$ cat config.mk
export PLATFORM = sky130hd
export DESIGN_NAME = bram_loader
export DESIGN_NICKNAME = d
export VERILOG_FILES = /design/src/rtl/bram_loader_pkg.sv /design/src/rtl/bram_loader.sv
export SDC_FILE = /design/constraint.sdc
export NUM_CORES = 1
export LEC_CHECK = 0
export ABC_AREA = 1
export CORE_MARGIN = 5
export CORE_UTILIZATION = 44
export CTS_BUF_LIST = sky130_fd_sc_hd__clkbuf_8
export CTS_CLUSTER_SIZE = 20
export DETAILED_ROUTE_END_ITERATION = 7
export GPL_TIMING_DRIVEN = 1
export PLACE_DENSITY = 0.73
export SLEW_MARGIN = 20
export SYNTH_ARGS = -nofsm -noshare
export SYNTH_HDL_FRONTEND = slang
export SYNTH_SLANG_ARGS = --single-unit
$ cat constraint.sdc
create_clock -name clk -period 1.9 [get_ports clk]
set_input_delay 0.38 -clock clk [delete_from_list [all_inputs] [get_ports clk]]
set_output_delay 0.38 -clock clk [all_outputs]
set_load 0.01 [all_outputs]
$ cat src/rtl/bram_loader_pkg.sv
// bram_loader_pkg: loader state type and helpers that derive BRAM widths/depths from the GAT sizing parameters
package bram_loader_pkg;
  typedef enum logic [2:0] {IDLE, LD_H, LD_NI, LD_W, DONE} loader_state_t;
  function automatic int h_data_width(input int data_width, input int num_feature_in);
    return data_width + $clog2(num_feature_in);
  endfunction
  function automatic int node_info_width(input int num_feature_in, input int max_nodes);
    return $clog2(num_feature_in) + $clog2(max_nodes) + 1;
  endfunction
  function automatic int weight_depth(input int num_feature_out, input int num_feature_in);
    return num_feature_out * (num_feature_in + 2);
  endfunction
  function automatic int max3(input int a, input int b, input int c);
    return (a > b) ? ((a > c) ? a : c) : ((b > c) ? b : c);
  endfunction
endpackage

$ cat src/rtl/bram_loader.sv
// bram_loader: streams one AXIS transfer into the H-data, node-info and weight BRAM write ports in order.
//   clk/rst_n             clock, async active-low reset
//   start                 begins a load from IDLE or DONE; clears done flags and err
//   s_axis_*              input stream, one right-aligned BRAM word per beat, tlast closes each region
//   h_data_bram_*         H-data write port
//   h_node_info_bram_*    node-info write port
//   wgt_bram_*            weight write port
//   *_load_done           sticky per-region completion
//   busy                  loading a region
//   err                   sticky framing error
module bram_loader
  import bram_loader_pkg::*;
#(
  parameter int AXIS_W = 32,
  parameter int DATA_WIDTH = 8,
  parameter int H_NUM_SPARSE_DATA = 242101,
  parameter int TOTAL_NODES = 13264,
  parameter int NUM_FEATURE_IN = 1433,
  parameter int NUM_FEATURE_OUT = 16,
  parameter int MAX_NODES = 168,
  localparam int H_DATA_WIDTH = h_data_width(DATA_WIDTH, NUM_FEATURE_IN),
  localparam int NODE_INFO_WIDTH = node_info_width(NUM_FEATURE_IN, MAX_NODES),
  localparam int WEIGHT_DEPTH = weight_depth(NUM_FEATURE_OUT, NUM_FEATURE_IN),
  localparam int H_AW = $clog2(H_NUM_SPARSE_DATA),
  localparam int NI_AW = $clog2(TOTAL_NODES),
  localparam int W_AW = $clog2(WEIGHT_DEPTH)
) (
  input  logic                       clk,
  input  logic                       rst_n,
  input  logic                       start,
  input  logic [AXIS_W-1:0]          s_axis_tdata,
  input  logic                       s_axis_tvalid,
  output logic                       s_axis_tready,
  input  logic                       s_axis_tlast,
  output logic [H_DATA_WIDTH-1:0]    h_data_bram_din,
  output logic                       h_data_bram_ena,
  output logic                       h_data_bram_wea,
  output logic [H_AW-1:0]            h_data_bram_addra,
  output logic [NODE_INFO_WIDTH-1:0] h_node_info_bram_din,
  output logic                       h_node_info_bram_ena,
  output logic                       h_node_info_bram_wea,
  output logic [NI_AW-1:0]           h_node_info_bram_addra,
  output logic [DATA_WIDTH-1:0]      wgt_bram_din,
  output logic                       wgt_bram_ena,
  output logic                       wgt_bram_wea,
  output logic [W_AW-1:0]            wgt_bram_addra,
  output logic                       h_data_bram_load_done,
  output logic                       h_node_info_bram_load_done,
  output logic                       wgt_bram_load_done,
  output logic                       busy,
  output logic                       err
);
  localparam int CNT_W = $clog2(max3(H_NUM_SPARSE_DATA, TOTAL_NODES, WEIGHT_DEPTH) + 1);
  loader_state_t state_q, state_d;
  logic [CNT_W-1:0] cnt_q, cnt_d, last_idx;
  logic [2:0] sel, wr_q, fin_q, done_q;
  logic accept, at_last, good, bad, fin, start_ok, err_q;
  logic unused_tdata;
  assign unused_tdata = ^s_axis_tdata;
  assign busy = state_q inside {LD_H, LD_NI, LD_W};
  assign s_axis_tready = busy;
  assign sel = {state_q == LD_W, state_q == LD_NI, state_q == LD_H};
  assign last_idx = sel[0] ? CNT_W'(H_NUM_SPARSE_DATA - 1) :
                    sel[1] ? CNT_W'(TOTAL_NODES - 1) : CNT_W'(WEIGHT_DEPTH - 1);
  assign accept = s_axis_tvalid && s_axis_tready;
  assign at_last = cnt_q == last_idx;
  // a beat is well framed only when tlast coincides exactly with the region's final word
  assign good = accept && (at_last == s_axis_tlast);
  assign bad = accept && (at_last != s_axis_tlast);
  assign fin = good && at_last;
  assign start_ok = start && (state_q == IDLE || state_q == DONE);
  always_comb begin
    state_d = state_q;
    cnt_d = cnt_q;
    if (start_ok) begin
      state_d = LD_H;
      cnt_d = '0;
    end else if (bad) begin
      state_d = IDLE;
      cnt_d = '0;
    end else if (fin) begin
      state_d = sel[0] ? LD_NI : sel[1] ? LD_W : DONE;
      cnt_d = '0;
    end else if (good) begin
      cnt_d = cnt_q + CNT_W'(1);
    end
  end
  always_ff @(posedge clk or negedge rst_n) begin
    if (!rst_n) begin
      state_q <= IDLE;
      cnt_q <= '0;
      wr_q <= '0;
      fin_q <= '0;
      done_q <= '0;
      err_q <= 1'b0;
    end else begin
      state_q <= state_d;
      cnt_q <= cnt_d;
      wr_q <= good ? sel : 3'b000;
      fin_q <= fin ? sel : 3'b000;
      // done lags the final write by one cycle; a fresh start wins over a pending completion
      done_q <= start_ok ? 3'b000 : (done_q | fin_q);
      err_q <= start_ok ? 1'b0 : (err_q | bad);
    end
  end
  always_ff @(posedge clk or negedge rst_n) begin
    if (!rst_n) begin
      h_data_bram_addra <= '0;
      h_data_bram_din <= '0;
      h_node_info_bram_addra <= '0;
      h_node_info_bram_din <= '0;
      wgt_bram_addra <= '0;
      wgt_bram_din <= '0;
    end else begin
      if (good && sel[0]) begin
        h_data_bram_addra <= cnt_q[H_AW-1:0];
        h_data_bram_din <= s_axis_tdata[H_DATA_WIDTH-1:0];
      end
      if (good && sel[1]) begin
        h_node_info_bram_addra <= cnt_q[NI_AW-1:0];
        h_node_info_bram_din <= s_axis_tdata[NODE_INFO_WIDTH-1:0];
      end
      if (good && sel[2]) begin
        wgt_bram_addra <= cnt_q[W_AW-1:0];
        wgt_bram_din <= s_axis_tdata[DATA_WIDTH-1:0];
      end
    end
  end
  assign h_data_bram_ena = wr_q[0];
  assign h_data_bram_wea = wr_q[0];
  assign h_node_info_bram_ena = wr_q[1];
  assign h_node_info_bram_wea = wr_q[1];
  assign wgt_bram_ena = wr_q[2];
  assign wgt_bram_wea = wr_q[2];
  assign h_data_bram_load_done = done_q[0];
  assign h_node_info_bram_load_done = done_q[1];
  assign wgt_bram_load_done = done_q[2];
  assign err = err_q;
endmodule

Yosys cells after proc, flatten, opt, wreduce, memory -nomap -nowiden
Cells that the tools add are included.
{"block": "word_totals", "mem_bits_ro": 0, "register_bits": 125, "output_inout_bits": 106, "ram_bits": 0, "n_memories": 0, "word_cells": 50, "latchBits": 0}
{"block": "classes", "shift": 0, "bitwise_logic": 2, "mux": 15, "add_sub_neg": 1, "mul": 0, "n_lt_le_gt_ge": 0, "n_eq_ne": 7, "n_reduce_logical": 13, "n_div": 0}
{"operator": "2-to-1 mux 18 bit", "n": 5}
{"operator": "2-to-1 mux 3 bit", "n": 8}
{"operator": "adder 18 x 1 -> 18 bit, second input constant", "n": 1}
{"operator": "equality test 18 bit", "n": 1}
{"operator": "2-to-1 mux 15 bit", "n": 1}
{"operator": "logical AND 1 bit", "n": 8}
{"operator": "equality test 3 x 2 -> 1 bit, second input constant", "n": 2}
{"operator": "nonzero test 3 bit", "n": 2}
{"operator": "nonzero test 4 bit", "n": 1}
{"operator": "equality test 3 x 1 -> 1 bit, second input constant", "n": 1}
{"operator": "equality test 3 bit, second input constant", "n": 1}
{"operator": "logical NOT 3 bit", "n": 1}
{"operator": "OR 3 bit", "n": 1}
{"operator": "equality test 1 bit", "n": 1}
{"operator": "logical OR 1 bit", "n": 1}
{"operator": "2-to-1 mux 1 bit", "n": 1}
{"operator": "inequality test 1 bit", "n": 1}
{"operator": "OR 1 bit", "n": 1}

Logic depth before layout (Yosys ltp)
{"block": "logic_depth", "depth_word": 10, "mapped_depth": 16, "ltp_nobuf": 13}

Worst setup path before layout
No wires, ideal clock.
{"block": "synth_path", "kind": "reg-to-reg", "from": "reg state_q[0]", "to": "reg h_data_bram_addra[0]", "t_required_ps": 1783, "setup_slack_ps": 48, "t_arrival_ps": 1735, "path_stages_with_launch": 16, "setup_time_ps": 117, "path_cell_list": "dfrtp_1 > inv_2 > nand3_2 > buf_6 > nand2_1 > nand2_1 > nor2_1 > nand2_1 > nor2_2 > nand2_2 > nand2_4 > nand3_1 > buf_2 > buf_6 > nand2_1 > nand2_1"}
{"block": "synth_via", "elab_chain_len": 7, "elab_cells_between_ends": 11, "classes_between": "5 x eq/ne; 2 x mux; 4 x reduce/logical"}
{"element": "from (decl)", "line_no": "bram_loader.sv:54", "rtl": "loader_state_t state_q, state_d;"}
{"element": "from (signal assigned)", "line_no": "bram_loader.sv:97", "rtl": "state_q <= state_d;"}
{"element": "equality test 3 x 2 -> 1 bit", "line_no": "bram_loader.sv:60, bram_loader.sv:62"}
{"element": "2-to-1 mux 15 bit", "line_no": "bram_loader.sv:64", "rtl": "sel[1] ? CNT_W'(TOTAL_NODES - 1) : CNT_W'(WEIGHT_DEPTH - 1);"}
{"element": "2-to-1 mux 18 bit", "line_no": "bram_loader.sv:63", "rtl": "assign last_idx = sel[0] ? CNT_W'(H_NUM_SPARSE_DATA - 1) :"}
{"element": "equality test 18 bit", "line_no": "bram_loader.sv:66", "rtl": "assign at_last = cnt_q == last_idx;"}
{"element": "equality test 1 bit", "line_no": "bram_loader.sv:68", "rtl": "assign good = accept && (at_last == s_axis_tlast);"}
{"element": "logical AND 1 bit", "line_no": "bram_loader.sv:68"}
{"element": "logical AND 1 bit (*)", "line_no": "bram_loader.sv:115", "rtl": "if (good && sel[0]) begin"}
{"element": "to (signal assigned)", "line_no": "bram_loader.sv:116", "rtl": "h_data_bram_addra <= cnt_q[H_AW-1:0];"}
{"element": "to (decl)", "line_no": "bram_loader.sv:38", "rtl": "output logic [H_AW-1:0] h_data_bram_addra,"}
Mark *: on every way between the ends. The rest lies on a longest branch, timed or not.
A chain may end at the register's enable or synchronous reset.

Final worst setup path
{"block": "layout_path", "from": "reg state_q[2]", "to": "reg h_node_info_bram_addra[3]"}
{"block": "layout_via", "elab_chain_len": 7, "elab_cells_between_ends": 11, "classes_between": "5 x eq/ne; 2 x mux; 4 x reduce/logical"}
{"element": "equality test 3 x 2 -> 1 bit", "line_no": "bram_loader.sv:60, bram_loader.sv:62"}
{"element": "2-to-1 mux 15 bit", "line_no": "bram_loader.sv:64"}
{"element": "2-to-1 mux 18 bit", "line_no": "bram_loader.sv:63"}
{"element": "equality test 18 bit", "line_no": "bram_loader.sv:66"}
{"element": "equality test 1 bit", "line_no": "bram_loader.sv:68"}
{"element": "logical AND 1 bit", "line_no": "bram_loader.sv:68"}
{"element": "logical AND 1 bit (*)", "line_no": "bram_loader.sv:119", "rtl": "if (good && sel[1]) begin"}
{"element": "to (signal assigned)", "line_no": "bram_loader.sv:120", "rtl": "h_node_info_bram_addra <= cnt_q[NI_AW-1:0];"}
{"element": "to (decl)", "line_no": "bram_loader.sv:42", "rtl": "output logic [NI_AW-1:0] h_node_info_bram_addra,"}
Marks and branches as above.

==> results_dict.tcl <==
set metrics [dict create \
    final_cell_mix "198 x nand2_1, 127 x clkdlybuf4s50_1, 122 x dfrtp_1" \
    drtIter0Drc 523 \
    htreeDepth 4 \
    grt_pass1_vias 5263 \
    path_clk_slew_ns 0.07 \
    syn-num-nets 713 \
    syn_to_final_growth_pct 49.9 \
    vias 5543 \
    maxSlewViolCount 0 \
    synth_edf_count 0 \
    drt_wl_total_mm 17.6 \
    slew_headroom_pct 61.8 \
    min_path_type "register to register" \
    dieArea_sq_um 15300 \
    regArea_sq_um 3130 \
    min_period_over_period_pct 101 \
    start_kind "register" \
    gr-usage-all-layers_pct 22.1 \
    path_class "register to register" \
    final-setup-viol-count 23 \
    clockRootBuffer "clkbuf_8" \
    cts_buffers 17 \
    worst_pin_slew_ns 0.573 \
    synthFlopType "dfrtp_1" \
    grt-ovfl-total 0 \
    die_x_um 124 \
    drtPass1Iterations 5 \
    initial_utilization_pct 44.9 \
    ios 143 \
    grt_pass1_wl_mm 26.4 \
    cts_sinks 125 \
    violations "negative setup slack" \
    place_congestion 0.873 \
    rrSetupSlack_ns -0.01 \
    setup_ws_ns -0.0145 \
    fillerInstances 992 \
    worstPathArrival_ns 2.25 \
    ant_nets 0 \
    max_cap_violations 0 \
    drcViolationCount 0 \
    multi_input_area_sq_um 2400 \
    core_area_sq_um 12700 \
    async_flop_share_pct 100 \
    grt_antenna_before_repair 0 \
    end_kind "register" \
    ys_ff_latch 125 \
    dp_hpwl_mm 11.4 \
    fin_crit_ns 1.91 \
    finClkSkew_ns 0.00958 \
    synth_cell_types 25 \
    final_area_sq_um 8540 \
    max_freq_mhz 522 \
    power_mw 10.3 \
    cp_max_fo 9 \
    clockBufferDepth 2 \
    synth_area_per_cell_sq_um 8.44 \
    drive_gt1_share_pct 22.8 \
    place_area_sq_um 7570 \
    vdd_ir_drop_max_v 0.000603 \
    clk_latency_ns 0.45 \
    status "finished with violations" \
    die_h_um 124 \
    port_buffers 130 \
    post_drt_wl_per_cell_um 16.9 \
    cts_tree "yes" \
    grt_max_degree 50 \
    layout_commonest_cell "nand2_1" \
    syn_area_sq_um 5700 \
    power_density_nw_per_um2 1210 \
    ys_warn_count 0 \
    cellLeakagePower_nw 4.17 \
    rsz0062_at_grt "true" \
    nets 897 \
    yosysSeqAreaShare_pct 54.9 \
    required_ns 2.24 \
    antenna_cells 0 \
    vias_per_cell 5.32 \
    num_rows 41 \
    hold_viol 0 \
    syn-instance-count 675 \
    tns_ns -0.138 \
]
## kinds of logic (layout without fill, tap and decap cells)
group	count (synthesis)	in the layout	share of synthesized area, %
flops	125	125	54.9
simple gates	425	426	33.6
compound gates	16	16	1.52
fa+ha+maj	1	1	0.220
buf+inv	97	291	8.04
xor+xnor	11	11	1.69
## routing by layer
layer  share of wire (%)  up-vias  global-route usage (%)  wire length [um]
met3                 6.3       31                    5.00              1100
li1                    -     2595                       -                 -
met5                   0        -                       0                 0
met2                  50      207                    36.7              8870
met1                  42     2710                    28.9              7360
met4                 1.6        0                    6.85               289
## timing repair
| item | 4_1_cts | 5_1_grt |
|---|---|---|
| cloned | 4 | 5 |
| setup buffers | 6 | 4 |
| pin swaps | 4 | 17 |
| gates resized for setup | 42 | 65 |
| endpoints found under the setup margin | 110 | 121 |
| endpoints found under the hold margin | 32 | 0 |
| hold buffers | 1 | 0 |
## Yosys cell counts, types with 2 or more instances
library cell	instances	area share, %
a21oi_1	3	0.26
buf_1	2	0.13
nor2_1	50	3.3
dfrtp_1	125	55
buf_2	21	1.8
nand3_2	2	0.35
nand2_1	241	16
buf_4	12	1.6
inv_1	35	2.3
o21ai_0	11	0.97
nor3_1	2	0.18
xor2_1	10	1.5
nand4_1	105	12
buf_6	3	0.59
nand2_2	2	0.22
clkbuf_1	22	1.4
nand3_1	21	1.8
## final timing paths
| path | from | end | depth (start not counted) |
|---|---|---|---|
| worst max-delay path | state_q[2] | h_node_info_bram_addra[3] | 11 |
| worst min-delay path | wgt_bram_addra[11] | wgt_bram_addra[11] | 2 |
| worst max register to register | state_q[2] | h_node_info_bram_addra[3] | 11 |
| worst min register to register | wgt_bram_addra[11] | wgt_bram_addra[11] | 2 |
| max in group asynchronous | rst_n | h_data_bram_din[10] | 3 |
| min in group asynchronous | rst_n | wgt_bram_din[6] | 2 |
## worst max-delay path, stage by stage, from the launching register on
cell and delay [ns]:
dfrtp_1 0.41, inv_2 0.10, buf_6 0.10, nand4_1 0.13, nand2_2 0.12, nand3_4 0.10
o21ai_4 0.27, buf_6 0.16, nand2_8 0.10, clkbuf_16 0.18, nand4_1 0.07, nand2_1 0.06
## final cells by class
class | instances | share of cell area, %
clock buffers | 19 | 3.06
clock inverters | 11 | 1.22
inverters | 37 | 1.67
multi-input cells | 454 | 28.1
flip-flops and latches | 125 | 36.7
well taps | 172 | 2.52
repair buffers | 224 | 26.7
## sequential cells by signal (all words and copies together), names as in the netlist
register                cells
cnt_q                      18
done_q                      3
err                         1
fin_q                       3
h_data_bram_addra          18
h_data_bram_din            19
h_node_info_bram_addra     14
h_node_info_bram_din       20
state_q                     3
wgt_bram_addra             15
wgt_bram_din                8
wr_q                        3
## where the power goes
| group | total (mW) | switching (mW) | internal [mW] | leakage, nW |
|---|---|---|---|---|
| logic | 4.42 | 2.31 | 2.11 | 2.29 |
| clock network | 2.20 | 1.00 | 1.19 | 0.201 |
| registers | 3.67 | 0.429 | 3.24 | 1.68 |
## metrics by stage
| stage | std cells | setup WS, ns | hold WS, ns | util [%] |
|---|---|---|---|---|
| after floorplan | 675 | 0.0477 | 0.0844 | - |
| after global placement | 992 | -0.0800 | 0.394 | 59.8 |
| after detailed placement | 992 | -0.126 | 0.402 | 59.8 |
| after CTS | 1033 | -0.0123 | 0.471 | 64.7 |
| after global routing | 1042 | -0.123 | 0.493 | 67.4 |
| final | 1042 | -0.0145 | 0.472 | 67.4 |
Note: power is estimated with default switching activity, not from simulation.
